## src/rtl/cpu_types_pkg.sv

```systemverilog
// Shared types for the memory-side blocks of the pipelined datapath.
//   word_t      : 32-bit data/address word
//   ramstate_t  : status reported by the single-port RAM
//   arb_state_t : state of the instruction/data memory arbiter
package cpu_types_pkg;

    typedef logic [31:0] word_t;

    typedef enum logic [1:0] {
        FREE   = 2'd0,
        BUSY   = 2'd1,
        ACCESS = 2'd2,
        ERROR  = 2'd3
    } ramstate_t;

    typedef enum logic [1:0] {
        IDLE   = 2'd0,
        IGRANT = 2'd1,
        DGRANT = 2'd2
    } arb_state_t;

endpackage

```

## src/rtl/starve_counter.sv

```systemverilog
// Saturating age counter that bounds how many data grants may be issued in a
// row while a fetch is waiting.
// Ports:
//   CLK      in  clock, rising edge
//   nRST     in  asynchronous reset, active-low
//   inc      in  count one more data grant taken over a pending fetch
//   clr      in  restart the count (fetch granted, or no fetch pending)
//   at_limit out count has reached LIMIT; the next grant must go to fetch
module starve_counter #(
    parameter int LIMIT = 4
) (
    input  logic CLK,
    input  logic nRST,
    input  logic inc,
    input  logic clr,
    output logic at_limit
);

    localparam int W = $clog2(LIMIT + 1);
    localparam logic [W-1:0] MAX_AGE = W'(LIMIT);

    logic [W-1:0] age;

    // NOTE: sequential state is written with non-blocking assignments only,
    // so every flop samples the pre-edge values of its neighbours.
    always_ff @(posedge CLK or negedge nRST) begin
        if (!nRST) begin
            age <= '0;
        end else if (clr) begin
            age <= '0;
        end else if (inc && (age != MAX_AGE)) begin
            age <= age + 1'b1;
        end
    end

    assign at_limit = (age == MAX_AGE);

endmodule

```

## src/rtl/mem_arbiter.sv

```systemverilog
// Arbiter sharing the single-port RAM between instruction fetch and data
// memory. A transaction is latched when granted and held on the RAM port
// until the RAM reports ACCESS, so the RAM sees a stable request for its whole
// latency. Data has priority; a starve_counter forces a fetch grant after
// STARVE_LIMIT consecutive data grants taken while a fetch was pending.
// Ports:
//   CLK, nRST                   clock / asynchronous active-low reset
//   iREN, iaddr                 fetch request and word address
//   iwait, iload                fetch stall (low only on completion) / read data
//   dREN, dWEN, daddr, dstore   data request (write dominates), address, data
//   dwait, dload                data stall (low only on completion) / read data
//   ramREN, ramWEN              RAM read / write enables
//   ramaddr, ramstore           RAM address / write data
//   ramload, ramstate           RAM read data / RAM status
module mem_arbiter
    import cpu_types_pkg::*;
#(
    parameter int STARVE_LIMIT = 4
) (
    input  logic        CLK,
    input  logic        nRST,
    input  logic        iREN,
    input  word_t       iaddr,
    output logic        iwait,
    output word_t       iload,
    input  logic        dREN,
    input  logic        dWEN,
    input  word_t       daddr,
    input  word_t       dstore,
    output logic        dwait,
    output word_t       dload,
    output logic        ramREN,
    output logic        ramWEN,
    output word_t       ramaddr,
    output word_t       ramstore,
    input  word_t       ramload,
    input  logic [1:0]  ramstate
);

    arb_state_t arb_state;
    logic       lat_wr;
    word_t      lat_addr;
    word_t      lat_store;

    logic d_req;
    logic at_limit;
    logic grant_d;
    logic grant_i;
    logic ram_done;
    logic ram_err;
    logic age_inc;
    logic age_clr;

    assign d_req    = dREN | dWEN;
    assign ram_done = (ramstate == ACCESS);
    assign ram_err  = (ramstate == ERROR);

    // Data wins unless a fetch has already been passed over STARVE_LIMIT times.
    assign grant_d = d_req && !(iREN && at_limit);
    assign grant_i = iREN && !grant_d;

    // Age only moves on a grant edge, i.e. while arbitrating in IDLE.
    assign age_inc = (arb_state == IDLE) && grant_d && iREN;
    assign age_clr = (arb_state == IDLE) && (grant_i || (grant_d && !iREN));

    starve_counter #(
        .LIMIT(STARVE_LIMIT)
    ) u_starve (
        .CLK     (CLK),
        .nRST    (nRST),
        .inc     (age_inc),
        .clr     (age_clr),
        .at_limit(at_limit)
    );

    always_ff @(posedge CLK or negedge nRST) begin
        if (!nRST) begin
            arb_state <= IDLE;
            lat_wr    <= 1'b0;
            lat_addr  <= '0;
            lat_store <= '0;
        end else begin
            case (arb_state)
                IDLE: begin
                    if (grant_d) begin
                        arb_state <= DGRANT;
                        lat_wr    <= dWEN;
                        lat_addr  <= daddr;
                        lat_store <= dstore;
                    end else if (grant_i) begin
                        arb_state <= IGRANT;
                        lat_wr    <= 1'b0;
                        lat_addr  <= iaddr;
                        lat_store <= '0;
                    end
                end
                // Completion, error (retry via re-arbitration) and abort all
                // return to IDLE; only ACCESS drops the requester's wait.
                IGRANT: if (ram_done || ram_err || !iREN)  arb_state <= IDLE;
                DGRANT: if (ram_done || ram_err || !d_req) arb_state <= IDLE;
                default: arb_state <= IDLE;
            endcase
        end
    end

    // RAM drive is a pure decode of registered state, so a reset drops the
    // enables asynchronously along with arb_state.
    // NOTE: every signal written in always_comb gets a default first, so no
    // path leaves it unassigned and no latch is inferred.
    always_comb begin
        ramREN   = 1'b0;
        ramWEN   = 1'b0;
        ramaddr  = '0;
        ramstore = '0;
        iwait    = 1'b1;
        dwait    = 1'b1;
        if (arb_state != IDLE) begin
            ramREN   = !lat_wr;
            ramWEN   = lat_wr;
            ramaddr  = lat_addr;
            ramstore = lat_store;
        end
        if (ram_done) begin
            iwait = (arb_state != IGRANT);
            dwait = (arb_state != DGRANT);
        end
    end

    assign iload = ramload;
    assign dload = ramload;

endmodule

```

## config.mk

```make
export PLATFORM = sky130hd
export DESIGN_NAME = mem_arbiter
export DESIGN_NICKNAME = d
export VERILOG_FILES = /design/src/rtl/cpu_types_pkg.sv /design/src/rtl/starve_counter.sv /design/src/rtl/mem_arbiter.sv
export SDC_FILE = /design/constraint.sdc
export NUM_CORES = 1
export LEC_CHECK = 0
export CELL_PAD_IN_SITES_DETAIL_PLACEMENT = 0
export CELL_PAD_IN_SITES_GLOBAL_PLACEMENT = 2
export CORE_AREA = 2 2 136 171
export CTS_BUF_LIST = sky130_fd_sc_hd__clkbuf_8
export DETAILED_ROUTE_END_ITERATION = 16
export DIE_AREA = 0 0 138 173
export PLACE_DENSITY_LB_ADDON = 0.1
export SYNTH_ARGS = -nofsm -noshare
export SYNTH_HDL_FRONTEND = slang
export SYNTH_SLANG_ARGS = --single-unit
```

## constraint.sdc

```tcl
create_clock -name CLK -period 2.7 [get_ports CLK]
set_clock_uncertainty 0.2 [all_clocks]
set_input_delay 0.54 -clock CLK [delete_from_list [all_inputs] [get_ports CLK]]
set_output_delay 0.54 -clock CLK [all_outputs]
set_load 0.01 [all_outputs]
```

==> summary.txt <==
status - finished, final reports clean
compound-cell area share of the yosys netlist - 17.7%
Final Max Tran Viols - 0
Post-DP HPWL - 10300 microns
worst r2r src - u_starve.age[0]
crit-path cells - or2_4 -> buf_12 -> and2_1 -> clkdlybuf4s50_1
crit-path max FO - 18
# rows - 61
clk_lat worst skew - 0.36 ns
Fmax - 381 MHz
vias per cell - 4.23
Setup TNS Final - 0 ns
Slowest Stage Delay on Critical Path - 0.48 ns
sequential share of power - 29.2%
post-synth top area share - 42.2%
number of synthesized flops with an enable pin - 0
Simple-Gate Fraction of Synth Area - 22.6%
average wire per standard cell - 16.7 microns
Starting Density - 18.7%
First-pass DRT Iterations - 4
Final Cycle Share - 97.2%
Comb power frac - 56.8%
clock sinks - 70
Worst Path Buf+Inv - 2
Hold Violations, Final - 0
multiplexer share of the synthesized area - 0%
register bit count reported by yosys - 70
Power Total - 6.13 mW
slowest CP cell - clkdlybuf4s50_1
initial antenna violation count - 0
Post-synth top cells - 70 x dfrtp_1, 70 x nand2_1, 65 x and2_1, 65 x buf_4, 64 x o21ai_0
total gr overflow - 0
worst hold endpoint - lat_store[24]
CP required - 1.96 ns
top cells by area, synth - dfrtp_1 42%, buf_4 12%, and2_1 9.8%, o21ai_0 7.7%, nand2_1 6.3%
Post-Syn Instances - 505
routability cong. - 0.715
drt total wl - 15000 microns
Total GRT Usage - 12.5%
Pint - 3.70 mW
Residual DRC - 0
sequential fraction of the synthesis area - 42.2%
Nets - 748
Crit path arrival time - 1.88 ns
post-synth top area cell - dfrtp_1
Avg Cell Area, Syn - 8.21 sq um
synth unique cells - 31
Reg2Reg Depth - 10
r2r setup slk - 0.49 ns
TritonCTS clock tree - yes
Worst Setup SP - arb_state[0]
Worst-path clk slew - 0.08 ns
PD cells - 1010 nW/um^2
Max clock buf depth - 2
NetSw - 2.42 mW
vias in the first global route - 4160
Synth warnings - 0
Switching Fraction - 39.6%
worst hold path class - reg -> reg
startpoint types - flop
Setup CP Type - reg -> out
first-pass GRT wire length - 23700 microns
main combinational cell family by area after synthesis - simple AND/OR/NAND/NOR gates
leak pwr - 2.86 nW
I/O Buffers - 170
worst slew pin tran - 0.556 ns
Synth Area in Adders - 0.905%
Die Span X - 138 microns
Initial DRC Count - 177
via count - 3798
CTS root buffer - clkbuf_8
final hold slack - 0.274 ns
Max Cap Viol - 0
family with the most delay on the worst path - buffers and inverters
Synth Cell Area - 4150 sq um
die area - 23900 sq um
CP Capture Type - output port
H-tree Lvls - 3
Worst VDD drop - 309 uV
Die H - 173 microns
utilization after layout - 27.5%
Tmin final - 2.62 ns
relative slew slack - 62.9%
Antenna diodes - 0
hold path depth - 2
layout overhead on the synthesized area - 46.7%
Num CTS Buffers - 9
Syn Nets - 643
post-synthesis xor/xnor area fraction - 0%
Post-synth ARST share - 100%
clock network power share - 13.9%
Setup WS post-layout - 0.0750 ns
largest net degree at the start of global routing - 39
DRT antenna net count - 0
HP Start - lat_store[24]
pre-CTS setup slack - 0.0655 ns
Setup violations, final - 0
ys flop type - dfrtp_1
reg-to-reg endpoint - lat_store[25]
layout cells sized above 1 - 7.32%
I/O pin count - 267
core area - 22100 sq um
-- cells by family (layout without fill, tap and decap cells) --
group,count (synthesis),in the layout
AND/OR/NAND/NOR,190,190
AO/OA/AOI/OAI,135,135
buffers and inverters,107,217
flip-flops,70,70
adder cells (fa/ha/maj),3,3
-- layout make-up --
class / instances / area, sq um
multi-input cells: 328 / 1720
inverters: 4 / 15.0
clock buffers: 9 / 124
repair buffers: 197 / 2060
well taps: 283 / 354
clock inverters: 7 / 58.8
flip-flops and latches: 70 / 1750
fillers: 2378 / 16000
-- power by group through the flow --
stage / logic [mW] / clock network [mW] / registers, mW
2_1_floorplan: 1.94 / 0 / 1.73
3_3_place_gp: 3.52 / 0 / 1.81
3_5_place_dp: 3.53 / 0 / 1.81
4_1_cts: 3.53 / 0.904 / 1.80
5_1_grt: 3.88 / 0.941 / 1.87
6_report: 3.48 / 0.854 / 1.79
-- per-layer routing --
layer  up-vias  GRT usage [%]  wire [microns]  part of all wire (%)
met4         0           5.36             295                   2.0
met2       154           20.2            7140                    48
met5         -              0               0                     0
li1       1832              -               -                     -
met1      1792           15.5            6600                    44
met3        20           3.57             938                   6.3
-- layout by cell type, fill, tap and decap left out, types with 2 or more instances in the layout --
master           netlist  final
dlymetal6s2s_1         0     32
o311ai_0               2      2
nor4_1                 2      2
buf_12                 0      5
o21ai_0               64     64
nand4_1                2      2
buf_4                 65     21
nor2b_1                4      4
nand2_1               70     70
nand3_1                3      2
ha_1                   3      3
inv_1                  4      7
and3_1                 2      2
clkbuf_8               0      9
nor2_1                34     33
and2_1                65     65
clkinv_2               0      2
a21oi_1               33     33
dfrtp_1               70     70
a31oi_1               32     32
dlygate4sd2_1          0      5
clkdlybuf4s50_1        0    132
-- metrics by stage --
stage	cell area, sq um	std cells
global route	6090	898
floorplan	4150	505
global placement	5770	880
finish	6090	898
detailed placement	5770	880
CTS	5960	897
-- sequential cells by signal (all words and copies together), names as in the netlist --
register,flops
lat_addr,32
lat_wr,1
u_starve.age,3
lat_store,32
arb_state,2
-- tightest hold or removal path: stages, from the launching register on --
cell	delay, ns
dfrtp_1	0.34
nand2_1	0.04
o21ai_0	0.06
-- worst max-delay path by stage --
stage / end / slack, ns / cells after the start
floorplan: lat_addr[23] / 0.24 / 11
CTS: ramaddr[22] / -0.05 / 4
finish: ramaddr[29] / 0.08 / 4
global placement: dwait / 0.09 / 4
detailed placement: lat_addr[26] / 0.07 / 8
global route: ramREN / -0.006 / 4
-- what timing repair did --
item / CTS / global route
buffers inserted: 0 / 0
hold buffers: 1 / 0
hold endpoints to repair: 37 / 0
cloned: 0 / 1
setup endpoints to repair: 66 / 61
gates resized for setup: 7 / 37
(Power assumes the default switching activity.)
==> patch 1, RTL diff (same flow settings) <==
The parameter `STARVE_LIMIT` goes from 4 to 16.
--- a/src/rtl/mem_arbiter.sv
+++ b/src/rtl/mem_arbiter.sv
@@ -16,5 +16,5 @@
     import cpu_types_pkg::*;
 #(
-    parameter int STARVE_LIMIT = 4
+    parameter int STARVE_LIMIT = 16
 ) (
     input  logic        CLK,
Formal check against the unedited RTL: same outputs for any inputs over 4 cycles, from zero or initial values and one cycle with nRST low; that may be too few to reach the edited logic, so the function may still have changed.
==> patch 1 against the unedited design <==
- final area grew 10%
- hold slack got worse by 0.0013 ns
- setup slack improved by 0.0011 ns
- sequential cell count is 2 higher
- synthesized area is 15% higher
- wire length grew 7.5%
- die area stayed put
- total power rose by 6.6%
==> patch 1: results (changes against the unedited design) <==
| Metric | Value |
|---|---|
| # fillers | `2371 (was 2378)` |
| Dpl cells | `922 (was 880)` |
| Worst slew pin tran | `0.6830 ns (was 0.5561 ns)` |
| Status | `finished clean (unchanged)` |
| Synth area leaders | `dfrtp_1 (38%), buf_4 (10%), and2_1 (8.5%), nand2_1 (8.2%), o221ai_1 (5.9%) (was dfrtp_1 (42%), buf_4 (12%), and2_1 (9.8%), o21ai_0 (7.7%), nand2_1 (6.3%))` |
| DP HPWL | `11040 um (was 10310 um)` |
| Global routing usage on met1 | `17.06% (was 15.55%)` |
| Post-synthesis mux area share | `0.6278% (was 0%)` |
| Met2 global-route usage | `21.02% (was 20.15%)` |
| Synthesized net count | `696 (was 643)` |
| DP Area | `6376 um2 (was 5767 um2)` |
| Syn Area/Cell | `8.572 um2 (was 8.213 um2)` |
| Max VDD drop | `0.3072 mV (was 0.3089 mV)` |
| Critical path peak fanout | `30 (was 18)` |
| Pin count of the biggest net entering global routing | `67 (was 39)` |
| Final WL | `16100 um (was 14970 um)` |
| Total track usage | `13.21% (was 12.48%)` |
| Vias per cell | `4.593 (was 4.229)` |
| DR iter-0 viols | `217 (was 177)` |
| CP startpoint | `arb_state[1]$_DFFE_PN0P_ (was arb_state[0]$_DFFE_PN0P_)` |
| Final std cells w/o fill | `941 (was 898)` |
| Biggest regs | `lat_addr (32), lat_store (32), u_starve.age (5) (was lat_addr (32), lat_store (32), u_starve.age (3))` |
| LEAKAGE | `2.917 nW (was 2.855 nW)` |
| Post-synthesis compound-gate area fraction | `22.57% (was 17.71%)` |
| Initial antenna violation count | `1 (was 0)` |
| GRT met3 Usage | `3.739% (was 3.572%)` |
| Met2 WL | `7362 um (was 7141 um)` |
| Power Density | `972.4 nW/um2 (was 1007 nW/um2)` |
| Area share of fa/ha/maj cells after synthesis | `0.7847% (was 0.9050%)` |
[patch 1: changes by cell type in the layout (fill, tap and decap cells not counted), moves of 7 or more]
cell,delta
o221ai_1,+32
o21ai_0,-32
a21oi_1,-31
o2bb2a_1,+22
dlymetal6s2s_1,-8
o2bb2a_2,+7
nand2_1,+34
[patch 1: final timing paths]
| path | endpoint | slack, ns | depth (start not counted) |
|---|---|---|---|
| max | ramstore[14] | 0.08 | 4 |
| min | lat_store[28]$_DFFE_PN0P_ | 0.27 | 2 |
| max reg2reg | u_starve.age[2]$_DFFE_PN0P_ | 0.42 | 8 |
| min in group asynchronous | lat_store[19]$_DFFE_PN0P_ | 0.48 | 2 |
| min reg2reg | lat_store[28]$_DFFE_PN0P_ | 0.27 | 2 |
| max in group asynchronous | lat_addr[6]$_DFFE_PN0P_ | 1.22 | 3 |
[patch 1: where the power goes]
part           switching (mW)  internal [mW]
clock                   0.465          0.616
combinational            1.80           1.83
sequential              0.248           1.57
total                    2.51           4.02
[patch 1: layout make-up]
cell class                      instances  share of cell area [%]
Clock buffer                            9                   1.844
Clock inverter                          7                   1.788
Inverter                                3                  0.1677
Multi-Input combinational cell        368                   33.53
Sequential cell                        72                   26.83
Tap cell                              283                   5.272
Timing Repair Buffer                  199                   30.57
[patch 1: cells by family (layout without fill, tap and decap cells)]
logic type | Yosys count | count (layout)
and+or+nand+nor | 222 | 222
AOI/OAI and AO/OA | 140 | 140
buffers and inverters | 118 | 218
DFF | 72 | 72
adders and majority gates | 3 | 3
muxes | 3 | 3
[patch 1: what timing repair did]
action / CTS / global route
setup endpoints to repair: 62 / 36
gates cloned: 0 / 0
hold buffers: 1 / 0
endpoints found under the hold margin: 32 / 0
pin swaps: 1 / 0
gates resized for setup: 9 / 26
setup buffers: 2 / 0
==> patch 2, RTL diff (config.mk and constraints unchanged) <==
Without the edit above. Reset style: synchronous (`nRST`), changed in 2 clocked blocks. Comments in the files are not updated.
--- a/src/rtl/starve_counter.sv
+++ b/src/rtl/starve_counter.sv
@@ -24,5 +24,5 @@
     // NOTE: sequential state is written with non-blocking assignments only,
     // so every flop samples the pre-edge values of its neighbours.
-    always_ff @(posedge CLK or negedge nRST) begin
+    always_ff @(posedge CLK) begin
         if (!nRST) begin
             age <= '0;
--- a/src/rtl/mem_arbiter.sv
+++ b/src/rtl/mem_arbiter.sv
@@ -74,5 +74,5 @@
     );
 
-    always_ff @(posedge CLK or negedge nRST) begin
+    always_ff @(posedge CLK) begin
         if (!nRST) begin
             arb_state <= IDLE;
Formal check against the unedited RTL: differs if nRST is asserted again (counterexample within 4 cycles, from zero or initial values and one cycle with nRST low); with nRST held inactive, the same outputs for 4 cycles.
==> patch 2 against the unedited design <==
- via count shrank 4.6%
- sequential cell count unchanged
- synthesized cell count shrank 0.99%
- synthesized area fell by 3.2%
- core utilization decreased by 1.5 points
- final area down 5.4%
- final cell count down 2.0%
- wire length down 4.1%
- setup slack better by 0.073 ns
- largest cell class is now multi-input gates
- highest routed layer unchanged
Power is not compared: it rests on default switching activity, and its combinational part moved more than twofold at a synthesized area within 25%.
==> patch 2: results (changes against the unedited design) <==
| Metric | Value |
|---|---|
| R2R Setup Slk | `0.40 ns (was 0.49 ns)` |
| Dpl cells | `864 (was 880)` |
| Share of the synthesized area in the top cell type | `34.90% (was 42.23%)` |
| GPL Wtd Cong | `0.7499 (was 0.7154)` |
| DR iter-0 viols | `136 (was 177)` |
| Synth area leaders | `dfxtp_1 (35%), buf_4 (13%), nor2b_1 (11%), a21oi_2 (7.0%), nand2_1 (6.5%) (was dfrtp_1 (42%), buf_4 (12%), and2_1 (9.8%), o21ai_0 (7.7%), nand2_1 (6.3%))` |
| Vias per cell | `4.117 (was 4.229)` |
| Min-Delay Endpoint | `lat_store[1]$_SDFFE_PN0P_ (was lat_store[24]$_DFFE_PN0P_)` |
| Worst hold start | `lat_store[1]$_SDFFE_PN0P_ (was lat_store[24]$_DFFE_PN0P_)` |
| # fillers | `2415 (was 2378)` |
| Hold buffer count at cts | `0 (was 1)` |
| Routed len/inst | `16.31 um (was 16.67 um)` |
| Critical path peak fanout | `2 (was 18)` |
| Xor/xnor share of the synthesized area | `0.4363% (was 0%)` |
| Vias in the first global route | `3948 (was 4160)` |
| Total track usage | `11.92% (was 12.48%)` |
| DP HPWL | `9390 um (was 10310 um)` |
| Pin count of the biggest net entering global routing | `65 (was 39)` |
| Final WL | `14360 um (was 14970 um)` |
| Post-synthesis compound-gate area fraction | `21.97% (was 17.71%)` |
| GRT met3 Usage | `4.209% (was 3.572%)` |
| Sequential area share after synthesis | `34.90% (was 42.23%)` |
| Post-synth top cells | `dfxtp_1 (70), nand2_1 (69), buf_4 (68), nor2b_1 (68), nand3_1 (35) (was dfrtp_1 (70), nand2_1 (70), and2_1 (65), buf_4 (65), o21ai_0 (64))` |
| Worst reg2reg endpoint | `lat_addr[31]$_SDFFE_PN0P_ (was lat_store[25]$_DFFE_PN0P_)` |
| RR Startpoint | `u_starve.age[0]$_SDFFE_PP0P_ (was u_starve.age[0]$_DFFE_PN0P_)` |
| WP data arrival | `1.81 ns (was 1.88 ns)` |
| Status | `finished clean (unchanged)` |
| Global routing usage on met1 | `13.94% (was 15.55%)` |
| First-pass GRT wire length | `22350 um (was 23680 um)` |
| Place WS | `-0.05490 ns (was 0.06554 ns)` |
| Area share of fa/ha/maj cells after synthesis | `0.9349% (was 0.9050%)` |
| CP startpoint | `ramstate[1] (was arb_state[0]$_DFFE_PN0P_)` |
| Met2 WL | `6797 um (was 7141 um)` |
| Synthesized net count | `638 (was 643)` |
| Syn Area/Cell | `8.030 um2 (was 8.213 um2)` |
| Met2 global-route usage | `20.13% (was 20.15%)` |
| Relative slew slack | `64.13% (was 62.93%)` |
## patch 2: area by class of cell
class                   instances  share of cell area, %
multi-input cells             323                  32.92
repair buffers                183                  32.75
clock buffers                  11                  2.629
flip-flops and latches         70                  24.38
inverters                       5                 0.3259
clock inverters                 5                 0.8475
well taps                     283                  6.150
## patch 2: how the worst max path moves through the flow
| stage | slack [ns] | endpoint | depth (start not counted) |
|---|---|---|---|
| after CTS | 0.01 | ramaddr[25] | 4 |
| after global routing | 0.03 | iwait | 5 |
| after floorplan | 0.37 | lat_addr[2]$_SDFFE_PN0P_ | 10 |
| after detailed placement | -0.05 | lat_wr$_SDFFE_PN0P_ | 9 |
| after global placement | -0.06 | lat_wr$_SDFFE_PN0P_ | 9 |
| final | 0.15 | dwait | 5 |
## patch 2: per-stage QoR
step / hold WS [ns] / cell area [um2]
floorplan: 0.2305 / 4015
global route: 0.2696 / 5758
finish: 0.2499 / 5758
detailed placement: 0.2417 / 5549
global placement: 0.2373 / 5549
CTS: 0.2536 / 5752
